## config.mk

```make
export PLATFORM = sky130hd
export DESIGN_NAME = lane_phase_scheduler
export DESIGN_NICKNAME = d
export VERILOG_FILES = /design/src/rtl/lane_phase_scheduler.sv
export SDC_FILE = /design/constraint.sdc
export NUM_CORES = 1
export LEC_CHECK = 0
export CAP_MARGIN = 20
export CORE_MARGIN = 5
export CORE_UTILIZATION = 45
export CTS_BUF_LIST = sky130_fd_sc_hd__clkbuf_8 sky130_fd_sc_hd__clkbuf_16
export DETAILED_ROUTE_END_ITERATION = 12
export PLACE_DENSITY = 0.7
export SLEW_MARGIN = 40
export SYNTH_ARGS = -nofsm -noshare
export SYNTH_HDL_FRONTEND = slang
export SYNTH_SLANG_ARGS = --single-unit
```

## constraint.sdc

```tcl
create_clock -name clk -period 2.16 [get_ports clk]
set_clock_uncertainty 0.15 [all_clocks]
set_input_delay 0.432 -clock clk [delete_from_list [all_inputs] [get_ports clk]]
set_output_delay 0.432 -clock clk [all_outputs]
set_load 0.01 [all_outputs]
```

## src/rtl/lane_phase_scheduler.sv

```systemverilog
// lane_phase_scheduler
//   Sequences four intersection lanes through GREEN, YELLOW and ALL_RED
//   phases. The phase timing advances only on tick cycles without hold.
//   The next lane is found with a rotating-priority search starting just
//   after the current lane. Once latched, that lane is committed.
//
// Ports
//   clk          system clock
//   rst_n        asynchronous active-low reset (lane 0 green)
//   tick         timing strobe; phase timing advances only when tick=1
//   hold         manual freeze; overrides tick
//   lane_req     per-lane vehicle present / waiting
//   green        one-hot green lamp, zero outside GREEN
//   yellow       one-hot yellow lamp, zero outside YELLOW
//   active_lane  lane owning the current phase
//   phase        00=GREEN, 01=YELLOW, 10=ALL_RED
//   switch_pulse one-cycle pulse on entry to GREEN for a new lane
module lane_phase_scheduler #(
  parameter int MIN_GREEN = 5,
  parameter int MAX_GREEN = 20,
  parameter int YELLOW_T  = 3,
  parameter int ALL_RED_T = 1,
  parameter int CNT_W     = 5
) (
  input  logic       clk,
  input  logic       rst_n,
  input  logic       tick,
  input  logic       hold,
  input  logic [3:0] lane_req,
  output logic [3:0] green,
  output logic [3:0] yellow,
  output logic [1:0] active_lane,
  output logic [1:0] phase,
  output logic       switch_pulse
);

  localparam int CW1 = CNT_W + 1;
  localparam logic [CNT_W:0] MIN_G = CW1'(MIN_GREEN);
  localparam logic [CNT_W:0] MAX_G = CW1'(MAX_GREEN);
  localparam logic [CNT_W:0] YEL_T = CW1'(YELLOW_T);
  localparam logic [CNT_W:0] AR_T  = CW1'(ALL_RED_T);

  typedef enum logic [1:0] {
    PH_GREEN   = 2'b00,
    PH_YELLOW  = 2'b01,
    PH_ALL_RED = 2'b10
  } phase_t;

  phase_t           state;
  logic [1:0]       lane;
  logic [1:0]       target;
  logic [CNT_W-1:0] cnt;
  logic             pulse;

  logic             advance;
  logic [3:0]       others;
  logic [CNT_W:0]   cnt_inc;
  logic             green_exit;

  // Saturating green dwell count: holds at MAX_GREEN so an idle lane never wraps.
  function automatic logic [CNT_W-1:0] sat_green(input logic [CNT_W:0] e);
    if (e >= MAX_G) return CNT_W'(MAX_GREEN);
    return e[CNT_W-1:0];
  endfunction

  // Rotating search: cur+1, cur+2, cur+3 (mod 4); first requesting lane wins.
  function automatic logic [1:0] pick_next(input logic [3:0] oth, input logic [1:0] cur);
    logic [1:0] cand;
    logic [1:0] sel;
    logic       found;
    sel   = cur;
    found = 1'b0;
    for (int k = 1; k < 4; k++) begin
      cand = cur + 2'(k);
      if (!found && oth[cand]) begin
        sel   = cand;
        found = 1'b1;
      end
    end
    return sel;
  endfunction

  assign advance = tick & ~hold;
  assign others  = lane_req & ~(4'b0001 << lane);
  assign cnt_inc = {1'b0, cnt} + CW1'(1);

  // A lane may be preempted only when someone else is waiting.
  assign green_exit = (others != 4'b0000) &&
                      (((cnt_inc >= MIN_G) && !lane_req[lane]) || (cnt_inc >= MAX_G));

  always_ff @(posedge clk or negedge rst_n) begin
    if (!rst_n) begin
      state  <= PH_GREEN;
      lane   <= 2'd0;
      target <= 2'd0;
      cnt    <= '0;
      pulse  <= 1'b0;
    end else begin
      pulse <= 1'b0;
      if (advance) begin
        case (state)
          PH_GREEN: begin
            if (green_exit) begin
              state  <= PH_YELLOW;
              target <= pick_next(others, lane);
              cnt    <= '0;
            end else begin
              cnt <= sat_green(cnt_inc);
            end
          end
          PH_YELLOW: begin
            if (cnt_inc == YEL_T) begin
              state <= PH_ALL_RED;
              cnt   <= '0;
            end else begin
              cnt <= cnt_inc[CNT_W-1:0];
            end
          end
          PH_ALL_RED: begin
            if (cnt_inc == AR_T) begin
              state <= PH_GREEN;
              lane  <= target;
              cnt   <= '0;
              pulse <= 1'b1;
            end else begin
              cnt <= cnt_inc[CNT_W-1:0];
            end
          end
          default: begin
            state <= PH_GREEN;
            cnt   <= '0;
          end
        endcase
      end
    end
  end

  // Lamp decode from registered state only.
  assign green        = (state == PH_GREEN)  ? (4'b0001 << lane) : 4'b0000;
  assign yellow       = (state == PH_YELLOW) ? (4'b0001 << lane) : 4'b0000;
  assign active_lane  = lane;
  assign phase        = state;
  assign switch_pulse = pulse;

endmodule

```

; ---- After elaboration in Yosys (flattened, before gate mapping)
; Cells that the tools add are included.
[word_totals]
wordCells = 78
regBits = 12
[classes]
bitwise = 4
reduce_logical = 13
n_eq_ne = 7
n_addsub = 4
magnitude_cmp = 6
shift = 1
n_mux = 38
[ops]
columns = cell, n
row1 = 5-bit two-way mux, 5
row2 = 1-bit two-way mux, 19
row3 = 5-bit one-hot mux with 3 select lines, 1
row4 = 2-bit by 3-bit less-than comparator with 1-bit output (second input constant), 4
row5 = 2-bit two-way mux, 6
row6 = 1-bit binary-select mux with 2-bit select, 4
row7 = 4-bit two-way mux, 2
row8 = 5-bit by 1-bit adder with 6-bit output (second input constant), 1
row9 = 6-bit by 1-bit equality test with 1-bit output (second input constant), 1
row10 = 6-bit by 2-bit equality test with 1-bit output (second input constant), 1
row11 = 6-bit by 3-bit >= comparator with 1-bit output (second input constant), 1
row12 = 6-bit by 5-bit >= comparator with 1-bit output (second input constant), 1
row13 = 2-bit inequality test (second input constant), 3
row14 = 2-bit one-hot mux with 3 select lines, 1
row15 = 3-bit AND reduction, 2
row16 = 2-bit adder (second input constant), 2
row17 = 4-bit bitwise AND, 1
row18 = 1-bit logical AND, 4
row19 = 4-bit inverter, 1
row20 = 4-bit AND reduction, 1
row21 = 4-bit nonzero test, 1
row22 = 1-bit by 2-bit left shift with 4-bit output (first input constant), 1
row23 = 1-bit logical NOT, 3
row24 = 2-bit by 1-bit adder with 2-bit output (second input constant), 1
row25 = other kinds (6), 6

; ---- Logic depth before layout (Yosys ltp)
[depth]
word_depth = 18
mapped_depth = 8
ltp_nobuf = 8

; ---- Worst setup path after synthesis
; Ideal clock, no wire load.
[synth_timing]
path_kind = register to register
start = register lane[0], in the netlist active_lane[0]
end = register target[1]
synth_period_minus_slack_ns = 2.334
stages_incl_launch_ff = 8
path_buffers = 0
arrival_time_ns = 2.057
setup_time_ns = 0.127
setup_slack_ns = -0.174
cell_sequence = dfrtp_1 -> inv_1 -> ha_1 -> nor2b_1 -> or4_1 -> o211ai_2 -> or2_4 -> mux2_1
[synth_between]
elab_chain_len = 18
[synth_lines]
columns = item, line
row1 = start: declaration, 50  ; logic [1:0] lane;
row2 = start signal: assignment, 122  ; lane <= target;
row3 = "parallel branches: the longest is 18 deep, another holds 2-bit by 1-bit adder with 2-bit output", -
row4 = end signal: assignment, 105  ; target <= pick_next(others, lane);
row5 = end: declaration, 51  ; logic [1:0] target;
; Parallel ways; which one is timed is not known. The select of a mux whose other input is x is not followed.
; A chain may end at the register's enable or synchronous reset.

; ---- Worst setup path in the final report
[layout_timing]
start = register lane[0], in the netlist active_lane[0]
end = register cnt[1]
[layout_between]
elab_chain_len = 8
[layout_lines]
columns = item, line
row1 = 1-bit binary-select mux with 2-bit select, 89  ; (((cnt_inc >= MIN_G) && !lane_req[lane]) || (cnt_inc >= MAX_G));
row2 = 1-bit two-way mux (not written as such), 89
row3 = 1-bit logical NOT, 89
row4 = 1-bit logical AND, 89
row5 = 1-bit logical OR, 89
row6 = 1-bit logical AND *, 88  ; assign green_exit = (others != 4'b0000) &&
row7 = 5-bit two-way mux *, 103  ; if (green_exit) begin
row8 = 5-bit one-hot mux with 3 select lines *, 101  ; case (state)
row9 = end signal: assignment, 108  ; cnt <= sat_green(cnt_inc);
row10 = end signal: assignment, 116  ; cnt <= cnt_inc[CNT_W-1:0];
row11 = end signal: assignment, 126  ; cnt <= cnt_inc[CNT_W-1:0];
row12 = end: declaration, 52  ; logic [CNT_W-1:0] cnt;
; Mark *: on every way between the ends. The rest lies on a longest branch, timed or not. The select of a mux whose other input is x is not followed.

==> qor.txt <==
FF+latch count, synth -> 12
asr flop ratio synth -> 100%
critical path, cell by cell -> inv_4 > ha_4 > nor2b_4 > or4_4 > a2111oi_4 > o21ai_2 > o21ai_1
CTS clk-pin slew, worst paths -> 0.05 ns
Synth Flop Type -> dfrtp_1
Final HPWL DP -> 2350 um
clk_lat worst skew -> 0.24 ns
Antenna Cells -> 0
min cycle time layout -> 2.21 ns
CTS max path bufs -> 2
internal power -> 1.36 mW
worst min-delay path startpoint -> target[1]
Mapped Area -> 1020 um2
Hold Path End -> active_lane[1]
FP Rows -> 17
CP Class -> reg -> reg
power share of the clock group -> 10.5%
R2R setup slack -> -0.05 ns
RSZ-0062 raised after global routing -> true
RR Startpoint -> active_lane[0]
core footprint -> 2190 um2
Synth Area per Inst -> 8.67 um2
reg2reg end -> cnt[1]
sequential share of power -> 18.5%
worst hold path depth -> 2
final hold violations -> 0
status -> finished, violations left
via/cell ratio -> 5.41
Worst Hold Class -> reg -> reg
Post-CTS Hold Buffers -> 0
Tot GR Track Use -> 20.8%
clk root buf -> clkbuf_8
most common cell after layout, fill and taps aside -> buf_4
Post-Route WL -> 3210 um
Initial Utilization -> 46.7%
Routed WL per cell -> 15.2 um
drt first pass iters -> 4
Die Y -> 57.7 um
Netlist cell types -> 43
Mapped Cells -> 118
H-tree levels -> 1
Overflow after GRT -> 0
slowest CP cell -> or4_4
Leak Pwr -> 0.831 nW
YS warnings -> 0
Tot Pwr -> 2.29 mW
die area -> 3330 um2
pin count of the biggest net entering global routing -> 13
IO Count -> 21
number of flops mapped to enable cells by yosys -> 0
antenna violations before repair -> 0
total CTS buffers -> 3
worst r2r path cells -> 7
Chip Width -> 57.7 um
IO Port Bufs -> 20
Clock Sinks -> 12
max-cap viol count -> 0
post-synthesis sequential area ratio -> 29.3%
total negative slack -> -0.191 ns
actual slew at the worst max-slew pin -> 0.531 ns
Worst EP required -> 2.16 ns
Nets -> 199
Slew Limit Headroom -> 64.5%
first-pass GRT wire length -> 5550 um
CP Data Arrival Time -> 2.22 ns
P_sw -> 0.932 mW
antenna viol nets, final -> 0
Layout area overhead -> 76.4%
layout cells sized above 1 -> 45.9%
syn_nets -> 133
CTS tree -> done
vias in the first global route -> 1260
crit path capture type -> register
via count -> 1141
Fin Hold WS -> 0.348 ns
Placed Area -> 1600 um2
RD Place Congestion -> 0.858
fin area -> 1810 um2
drt drc -> 0
CP peak stage delay -> 0.57 ns
failing checks -> setup timing
sw frac -> 40.7%
crit-path max FO -> 5
DP Cell Count -> 201
post-route non-filler standard cell count -> 211
commonest non-fill, non-tap cells in the layout -> buf_4 (39), nand2_1 (14), and2_1 (10), dlygate4sd2_1 (10)
final setup margin -> -0.0546 ns
fin crit share -> 103%
final setup fails -> 5
initial DRC count -> 35
Max Freq -> 0.452 GHz
logic gate share of total power -> 71.1%
element type at the critical path start -> register
Final Max Slew Viols -> 0
PwrDens -> 1270 nW/um2
VDD IR-drop max -> 0.000999 V
==> per-stage QoR <==
step           setup WS (ns)  utilization (%)
3_3_place_gp          -0.355             73.1
2_1_floorplan        -0.0324                -
5_1_grt               -0.140             82.4
6_report             -0.0546             82.4
4_1_cts              -0.0303             80.8
3_5_place_dp          -0.386             73.1
==> critical path, delay by kind of cell, from the launching register on <==
kind | cells | cell delay (ns)
simple gates | 2 | 0.61
flops | 1 | 0.46
buf+inv | 1 | 0.10
fa+ha+maj | 1 | 0.15
compound gates | 3 | 0.65
==> cell families (layout without fill, tap and decap cells) <==
family	Yosys count	count (layout)	synth area share, %
multiplexers	5	5	7.58
buffers and inverters	9	74	3.30
adder cells (fa/ha/maj)	7	7	8.56
flip-flops	12	12	29.3
AO/OA/AOI/OAI	36	36	25.9
AND/OR/NAND/NOR	49	49	25.3
==> registers in the layout (all words and copies together) (netlist names) <==
signal,count
active_lane,2
phase,2
target,2
switch_pulse,1
cnt,5
==> synth_stat cells (2+ instances only) <==
library cell  number  area, um2
o31ai_1            2       15.0
nand2_1           15       56.3
o21ai_1            5       25.0
a22o_1             2       17.5
ha_1               7       87.6
and2_1            10       62.6
nor2_1             6       22.5
mux4_2             2       45.0
inv_1              8       30.0
dfrtp_1           12        300
a21oi_1            6       30.0
o211ai_1           2       15.0
nand3_1            2       10.0
nor2b_1            6       37.5
a31oi_1            2       12.5
o21ai_0            4       20.0
==> layer usage <==
| metal | global-route usage, % | part of all wire, % |
|---|---|---|
| met1 | 22.4 | 40 |
| met2 | 41.6 | 56 |
| met3 | 4.68 | 3.8 |
| met4 | 2.32 | 0.59 |
| met5 | 0 | 0 |
==> timing repair <==
| item | 4_1_cts | 5_1_grt |
|---|---|---|
| buffers inserted | 5 | 1 |
| gates resized for setup | 31 | 9 |
| setup endpoints to repair | 14 | 11 |
| gates cloned | 0 | 0 |
| pin swaps | 13 | 10 |
==> how the worst max path moves through the flow <==
stage	start	to	slack, ns	cells after the start
after global routing	active_lane[0]	cnt[0]	-0.14	7
after CTS	active_lane[0]	cnt[1]	-0.03	7
after global placement	lane_req[1]	cnt[1]	-0.35	6
after floorplan	active_lane[0]	cnt[0]	-0.03	7
after detailed placement	lane_req[1]	cnt[0]	-0.39	6
final	active_lane[0]	cnt[1]	-0.05	7
==> cell type report <==
cell class / instances / area (um2)
Multi-Input combinational cell: 97 / 861
Timing Repair Buffer: 62 / 514
Fill cell: 143 / 385
Sequential cell: 12 / 305
Clock buffer: 4 / 55.1
Inverter: 8 / 35.0
Tap cell: 28 / 35.0
==> power by group through the flow <==
stage | Combinational [mW] | Clock [mW] | Sequential [mW]
finish | 1.63 | 0.240 | 0.423
global route | 1.76 | 0.256 | 0.437
CTS | 1.56 | 0.241 | 0.418
detailed placement | 1.38 | 0 | 0.426
global placement | 1.35 | 0 | 0.421
floorplan | 0.691 | 0 | 0.438
Power figures use the tool's default switching activity.
